[src/rtl/bcd_display_pkg.sv]
// Shared types and segment constants for the BCD display controller.
// Segment patterns are active-low, bit0 = a ... bit6 = g.
package bcd_display_pkg;

    typedef enum logic [1:0] {
        IDLE,
        ADJ,
        SHF,
        DONE
    } state_t;

    localparam logic [6:0] SEG_BLANK = 7'b1111111;
    localparam logic [6:0] SEG_0     = 7'b1000000;
    localparam logic [6:0] SEG_1     = 7'b1111001;
    localparam logic [6:0] SEG_2     = 7'b0100100;
    localparam logic [6:0] SEG_3     = 7'b0110000;
    localparam logic [6:0] SEG_4     = 7'b0011001;
    localparam logic [6:0] SEG_5     = 7'b0010010;
    localparam logic [6:0] SEG_6     = 7'b0000010;
    localparam logic [6:0] SEG_7     = 7'b1111000;
    localparam logic [6:0] SEG_8     = 7'b0000000;
    localparam logic [6:0] SEG_9     = 7'b0010000;

endpackage

[src/rtl/bcd_display_seq_seg7_decode.sv]
// Combinational BCD nibble to active-low seven-segment decoder.
// Nibbles above 9 decode to a dark display.
module seg7_decode
    import bcd_display_pkg::*;
(
    input  logic [3:0] nibble,
    output logic [6:0] seg
);

    always_comb begin
        seg = SEG_BLANK;
        case (nibble)
            4'd0:    seg = SEG_0;
            4'd1:    seg = SEG_1;
            4'd2:    seg = SEG_2;
            4'd3:    seg = SEG_3;
            4'd4:    seg = SEG_4;
            4'd5:    seg = SEG_5;
            4'd6:    seg = SEG_6;
            4'd7:    seg = SEG_7;
            4'd8:    seg = SEG_8;
            4'd9:    seg = SEG_9;
            default: seg = SEG_BLANK;
        endcase
    end

endmodule

[src/rtl/bcd_display_seq.sv]
// Multi-cycle double-dabble binary-to-BCD converter driving DIGITS HEX displays,
// with optional leading-zero blanking.
module bcd_display_seq
    import bcd_display_pkg::*;
#(
    parameter int WIDTH    = 8,
    parameter int DIGITS   = 3,
    parameter bit BLANK_LZ = 1'b1
)
(
    input  logic                  CLOCK_50,
    input  logic                  reset,
    input  logic                  start,
    input  logic [WIDTH-1:0]      bin,
    output logic                  busy,
    output logic                  done,
    output logic [4*DIGITS-1:0]   bcd,
    output logic [7*DIGITS-1:0]   HEX
);

    localparam int CW = $clog2(WIDTH);
    localparam logic [CW-1:0] LAST = CW'(WIDTH - 1);

    state_t                state, state_next;
    logic [WIDTH-1:0]      shift_reg, shift_next;
    logic [4*DIGITS-1:0]   scratch, scratch_next;
    logic [CW-1:0]         count, count_next;
    logic                  load_out;
    logic [7*DIGITS-1:0]   seg_all;
    logic [7*DIGITS-1:0]   hex_next;
    logic                  higher_nz;

    always_ff @(posedge CLOCK_50) begin
        if (reset) begin
            state     <= IDLE;
            shift_reg <= '0;
            scratch   <= '0;
            count     <= '0;
        end else begin
            state     <= state_next;
            shift_reg <= shift_next;
            scratch   <= scratch_next;
            count     <= count_next;
        end
    end

    // The final shift loads the output registers directly so bcd/HEX are
    // already valid during the DONE cycle alongside the done pulse.
    always_comb begin
        state_next   = state;
        shift_next   = shift_reg;
        scratch_next = scratch;
        count_next   = count;
        load_out     = 1'b0;
        case (state)
            IDLE: begin
                if (start) begin
                    shift_next   = bin;
                    scratch_next = '0;
                    count_next   = '0;
                    state_next   = ADJ;
                end
            end
            ADJ: begin
                for (int i = 0; i < DIGITS; i++) begin
                    if (scratch[4*i +: 4] >= 4'd5) begin
                        scratch_next[4*i +: 4] = scratch[4*i +: 4] + 4'd3;
                    end
                end
                state_next = SHF;
            end
            SHF: begin
                {scratch_next, shift_next} = {scratch, shift_reg} << 1;
                count_next = count + 1'b1;
                if (count == LAST) begin
                    load_out   = 1'b1;
                    state_next = DONE;
                end else begin
                    state_next = ADJ;
                end
            end
            DONE: begin
                state_next = IDLE;
            end
            default: begin
                state_next = IDLE;
            end
        endcase
    end

    genvar g;
    generate
        for (g = 0; g < DIGITS; g++) begin : g_dec
            seg7_decode u_dec (
                .nibble (scratch_next[4*g +: 4]),
                .seg    (seg_all[7*g +: 7])
            );
        end
    endgenerate

    // Walk from the top digit down; a digit is a leading zero only while
    // nothing above it (or itself) has been non-zero. Digit 0 always shows.
    always_comb begin
        hex_next  = seg_all;
        higher_nz = 1'b0;
        for (int i = DIGITS - 1; i >= 0; i--) begin
            higher_nz = higher_nz | (scratch_next[4*i +: 4] != 4'd0);
            if (BLANK_LZ && (i != 0) && !higher_nz) begin
                hex_next[7*i +: 7] = SEG_BLANK;
            end
        end
    end

    always_ff @(posedge CLOCK_50) begin
        if (reset) begin
            bcd <= '0;
            HEX <= '1;
        end else if (load_out) begin
            bcd <= scratch_next;
            HEX <= hex_next;
        end
    end

    assign busy = (state != IDLE);
    assign done = (state == DONE);

endmodule
[config.mk]
export PLATFORM = sky130hd
export DESIGN_NAME = bcd_display_seq
export DESIGN_NICKNAME = d
export VERILOG_FILES = /design/src/rtl/bcd_display_pkg.sv /design/src/rtl/bcd_display_seq_seg7_decode.sv /design/src/rtl/bcd_display_seq.sv
export SDC_FILE = /design/constraint.sdc
export NUM_CORES = 1
export LEC_CHECK = 0
export BUFFER_PORTS_ARGS = -buffer_cell sky130_fd_sc_hd__buf_2
export CELL_PAD_IN_SITES_DETAIL_PLACEMENT = 1
export CELL_PAD_IN_SITES_GLOBAL_PLACEMENT = 1
export CORE_ASPECT_RATIO = 1.5
export CORE_MARGIN = 4
export CORE_UTILIZATION = 48
export CTS_BUF_LIST = sky130_fd_sc_hd__clkbuf_4
export DETAILED_ROUTE_END_ITERATION = 6
export PLACE_DENSITY_LB_ADDON = 0.1
export SYNTH_ARGS = -nofsm -noshare
export SYNTH_HDL_FRONTEND = slang
export SYNTH_SLANG_ARGS = --single-unit
[constraint.sdc]
create_clock -name CLOCK_50 -period 9.05 [get_ports CLOCK_50]
set_input_delay 1.81 -clock CLOCK_50 [delete_from_list [all_inputs] [get_ports CLOCK_50]]
set_output_delay 1.81 -clock CLOCK_50 [all_outputs]
set_load 0.005 [all_outputs]
# Yosys cells after proc, flatten, opt, wreduce, memory -nomap -nowiden
# Memories as Yosys holds them, arrays and structs flattened. A register that Yosys moved wholly into a read port is not among the register bits.
# Cells that the tools add are included.
totals:
  regBits: 58
  latchBits: 0
  mem_bits_rw: 0
  rom_bits: 336
  inputBits: 11
  output_inout_bits: 35
  n_memories: 3
classes:
  n_addsub: 4
  n_mul: 0
  div_mod_pow: 0
  n_lt_le_gt_ge: 3
  eq_ne: 5
  shifts: 0
  mux: 16
  n_bitwise: 1
  n_reduce_logical: 6
mem_list:
  columns: ["memory", "words", "width", "rd", "rd_clocked_by_memory_dff", "wr", "line_no", "rtl"]
  rows:
  - ["(name not given)", 16, 7, 1, 1, 0, "bcd_display_seq_seg7_decode.sv:12", "case (nibble)"]
  - ["(name not given)", 16, 7, 1, 0, 0, "bcd_display_seq_seg7_decode.sv:12", null]
  - ["(name not given)", 16, 7, 1, 0, 0, "bcd_display_seq_seg7_decode.sv:12", null]
op_table:
  columns: ["operator", "n"]
  rows:
  - ["one-hot mux 12 bit (3 select lines)", 1]
  - ["one-hot mux 8 bit (2 select lines)", 1]
  - ["two-way mux 7 bit", 2]
  - ["adder 4 x 2 -> 4 bit, second input constant", 3]
  - [">= comparator 4 x 3 -> 1 bit, second input constant", 3]
  - ["two-way mux 12 bit", 1]
  - ["two-way mux 4 bit", 3]
  - ["two-way mux 8 bit", 1]
  - ["one-hot mux 2 bit (4 select lines)", 1]
  - ["nonzero test 4 bit", 2]
  - ["one-hot mux 3 bit (2 select lines)", 1]
  - ["equality test 2 bit, second input constant", 2]
  - ["two-way mux 2 bit", 2]
  - ["nonzero test 2 bit", 2]
  - ["adder 3 x 1 -> 3 bit, second input constant", 1]
  - ["equality test 3 bit, second input constant", 1]
  - ["two-way mux 3 bit", 1]
  - ["equality test 2 x 1 -> 1 bit, second input constant", 1]
  - ["logical NOT 2 bit", 1]
  - ["two-way mux 1 bit", 2]
  - ["!= test 2 bit, second input constant", 1]
  - ["AND reduction 2 bit", 1]
  - ["bitwise OR 1 bit", 1]

# Logic depth before layout (Yosys ltp)
depth:
  depth_word: 6
  depth_mapped: 14

# Cells and area by module
# Synthesis repeated with hierarchy kept, for this count alone.
unflattened:
  cells_unflattened: 451
  hier_area_um2: 3614.7
by_module_without_submodules:
  columns: ["mod", "instances", "cells_each", "area_per_inst_um2", "seq_area_each_um2"]
  rows:
  - ["bcd_display_seq", 1, 352, 2984.1, 1161.1]
  - ["seg7_decode", 3, 33, 210.2, 0.0]

# Least setup slack after synthesis
# OpenSTA, ideal clock, no wires.
synth_path:
  path_type: "input port to flip-flop"
  from: "input start"
  to: "register HEX[11]"
  arrival_time_ns: 4.380
  required_time_ns: 8.980
  setup_slack_ns: 4.599
  cell_stages: 12
  cell_sequence: "nor3_1 buf_2 nand2_1 o31ai_1 a221oi_1 ha_1 or4bb_1 o31a_1 a2111oi_0 nor4bb_1 a211oi_1 o21bai_1"
synth_between:
  elab_chain_cells: 5
synth_rtl:
  columns: ["element", "line_no", "rtl"]
  rows:
  - ["from (decl)", "bcd_display_seq.sv:13", "input logic start,"]
  - ["two-way mux 12 bit *", "bcd_display_seq.sv:57", "if (start) begin"]
  - ["one-hot mux 12 bit (3 select lines) *", "bcd_display_seq.sv:55", "case (state)"]
  - ["branches (longest 2 deep; another with memory read (16 x 7 bit))", null, null]
  - ["two-way mux 7 bit *", "bcd_display_seq.sv:108", "if (BLANK_LZ && (i != 0) && !higher_nz) begin"]
  - ["to (signal assigned)", "bcd_display_seq.sv:120", "HEX <= hex_next;"]
  - ["to (decl)", "bcd_display_seq.sv:18", "output logic [7*DIGITS-1:0] HEX"]
# Mark *: on every way between the ends.
# A chain may end at the register's enable or synchronous reset.

# Final worst setup path
layout_path:
  from: "input start"
  to: "register HEX[12]"
# Same word-level chain as after synthesis.

==> impl_metrics.env <==
export IMPL_ios=46
export IMPL_p_total_w=0.0004427
export IMPL_async_flop_share_pct=0
export IMPL_relSlewSlack_pct=36.60
export IMPL_overflow=0
export IMPL_post_synth_top_area_fraction_pct=36.17
export IMPL_die_h_um=108.2
export IMPL_synth_cells=373
export IMPL_worstPathRequired_ps=9390
export IMPL_crit_path_top_delay_cell="a221oi_1"
export IMPL_cp_slowest_stage_delay_ps=710
export IMPL_clock_latency_ps=410
export IMPL_drc=0
export IMPL_largest_register="HEX"
export IMPL_ys_flop_type="dfxtp_1"
export IMPL_crit_chain="buf_2, nor3_1, buf_4, nand2_1, o31ai_1, a221oi_1, ha_1, or4bb_1, o31a_1, a2111oi_0, nor4bb_1, a21oi_1, o21ai_0"
export IMPL_slew_violations=0
export IMPL_cts_resized=0
export IMPL_leakagePower_nw=1.513
export IMPL_cts_buffers=9
export IMPL_fp_dieW_um=74.78
export IMPL_synth_edff_count=0
export IMPL_dieArea_um2=8088
export IMPL_vdd_drop_max_mv=0.09272
export IMPL_routedWlPerCell_um=17.40
export IMPL_critPathBufInv=2
export IMPL_antenna_found_initial=0
export IMPL_antenna_cells=0
export IMPL_rows=36
export IMPL_rsz0062_at_grt="no"
export IMPL_grt_max_degree=51
export IMPL_dp_cells=469
export IMPL_cp_max_fo=11
export IMPL_maxUsedRoutingLayer="met4"
export IMPL_largest_reg_flops=21
export IMPL_setup_viol=0
export IMPL_finalHoldViolCount=0
export IMPL_nNetsFinal=436
export IMPL_route_met3_wl_um=323
export IMPL_crit_start="start"
export IMPL_wl_met1_um=3478
export IMPL_grt_pass1_vias=2913
export IMPL_holdWs_ps=469.1
export IMPL_ys_top_cells_by_area="dfxtp_1 (36%), ha_1 (8.2%), a211oi_1 (5.6%), nor2_1 (5.4%), mux2i_1 (4.7%)"
export IMPL_grt_pass1_wl_um=14090
export IMPL_root_buffer="clkbuf_4"
export IMPL_final_layout_size_suffix_gt1_share_pct=17.69
export IMPL_tns_ps=0
export IMPL_post_cts_setup_buffers=0
export IMPL_hold_path_startpoint="HEX[16]"
export IMPL_area_growth_pct=9.821
export IMPL_final_cell_count_no_fill=483
export IMPL_clkSlewWorstSetupHoldPaths_ps=100
export IMPL_path_delay_family="compound AO/OA/AOI/OAI gates"
export IMPL_fp_coreArea_um2=6486
export IMPL_syn_area_um2=3211
export IMPL_drv_cap=0
export IMPL_power_density_nw_per_um2=125.6
export IMPL_end_kind="flop"
export IMPL_min_path_type="reg -> reg"
export IMPL_postRouteAntennaNets=0
export IMPL_cp_data_arrival_time_ps=5070
export IMPL_vias_per_cell=5.901
export IMPL_synth_cell_types=62
export IMPL_cts_tree="yes"
export IMPL_synth_nets=405
export IMPL_yosysSeqAreaShare_pct=36.17
export IMPL_reg_top3="HEX x21, bcd x12, scratch x12"
export IMPL_ys_seq_elements=58
export IMPL_ys_warn_count=0
export IMPL_met2_length_um=4391
export IMPL_port_buffers=45
export IMPL_drt_initial_drc_count=176
export IMPL_crit_type="in -> reg"
export IMPL_reg2reg_slack_ps=4940
export IMPL_htreeDepth=3
export IMPL_max_freq_ghz=0.2115
export IMPL_clockBufferDepth=2
export IMPL_routabilityCongestion=0.8474
export IMPL_syn_area_per_cell_um2=8.607
export IMPL_cts_hold_buf=0
export IMPL_cts_sinks=58
export IMPL_yosysTopAreaCell="dfxtp_1"
export IMPL_vias=2850
export IMPL_fill_cells=815
export IMPL_rr_startpoint="state[0]"
export IMPL_grtUsageTotal_pct=22.79
export IMPL_drt_pass1_iterations=4
export IMPL_start_util_pct=49.50
export IMPL_startpoint_type="primary input"
export IMPL_worst_pin_slew_ps=951.0
export IMPL_status="finished, final reports clean"
export IMPL_period_share_pct=52.24
export IMPL_fin_crit_ps=4727
export IMPL_finalWirelength_um=8404
export IMPL_hpwl_um=6001
export IMPL_skew_ps=12.52
metal layers:
layer,vias to the layer above,track usage [%]
met1,1367,25.95
met4,0,11.70
met5,-,0
met3,15,5.209
met2,61,38.74
li1,1407,-
through the flow:
step / util [%] / setup WS [ps] / cell area [µm²]
floorplan: - / 4599 / 3211
global placement: 52.87 / 4039 / 3430
detailed placement: 52.87 / 3873 / 3430
CTS: 54.36 / 4325 / 3526
global route: 54.36 / 3910 / 3526
finish: 54.36 / 4323 / 3526
synthesized netlist by cell type (all sizes together), types with 11 or more instances:
cell type,count
buf,11
o21ai,12
nor2,46
clkbuf,20
nand2,24
dfxtp,58
mux2i,15
a211oi,24
ha,21
a21oi,14
inv,19
cells in the final DEF, fill, tap and decap left out, types with 4 or more instances in the layout:
master,n
dfxtp_1,58
nor2_1,46
buf_2,45
nand2_1,24
a211oi_1,24
ha_1,21
inv_1,19
mux2i_1,15
a21oi_1,14
o21ai_0,12
clkbuf_4,10
nand2b_1,8
nor3_1,8
o211ai_1,8
nand3_1,8
a31oi_1,7
buf_4,6
a22oi_1,5
a21o_1,4
a211o_1,4
final timing paths:
| kind | to | depth (start not counted) |
|---|---|---|
| worst max register to register | HEX[12] | 10 |
| worst min register to register | HEX[16] | 2 |
| worst max-delay path | HEX[12] | 13 |
| worst min-delay path | HEX[16] | 2 |
final cells by class:
class                      instances  area [µm²]  share of cell area, %
clock buffer                      10       75.07                  2.129
clock inverter                     4       21.27                 0.6033
inverter                          19       71.32                  2.023
multi-input combinational        265        1832                  51.95
sequential                        58        1161                  32.93
tap                               76       95.09                  2.697
timing repair buffer              51       270.3                  7.665
worst reg2reg max path: cells and delay by family (launching register included):
family,cells,cell delay (ps)
adder cells (fa/ha/maj),1,380
AO/OA/AOI/OAI,6,1620
buffers and inverters,1,240
AND/OR/NAND/NOR,2,960
flip-flops,1,830
logic make-up (layout without fill, tap and decap cells):
logic type | Yosys count | after routing | synth area share, %
buffers and inverters | 50 | 84 | 6.781
multiplexers | 18 | 18 | 6.079
AO/OA/AOI/OAI | 106 | 106 | 24.47
flip-flops | 58 | 58 | 36.17
XOR/XNOR | 1 | 1 | 0.2728
AND/OR/NAND/NOR | 119 | 119 | 18.05
adder cells (fa/ha/maj) | 21 | 21 | 8.184
power by group:
part	internal, W	switching [W]	leakage (nW)	total [W]
Combinational	0.0000107	0.0000181	0.987	0.0000287
Clock	0.0000546	0.0000954	0.0555	0.000150
Sequential	0.000259	0.00000476	0.470	0.000264
Total	0.000324	0.000118	1.51	0.000443
Note: power is estimated with default switching activity, not from simulation.
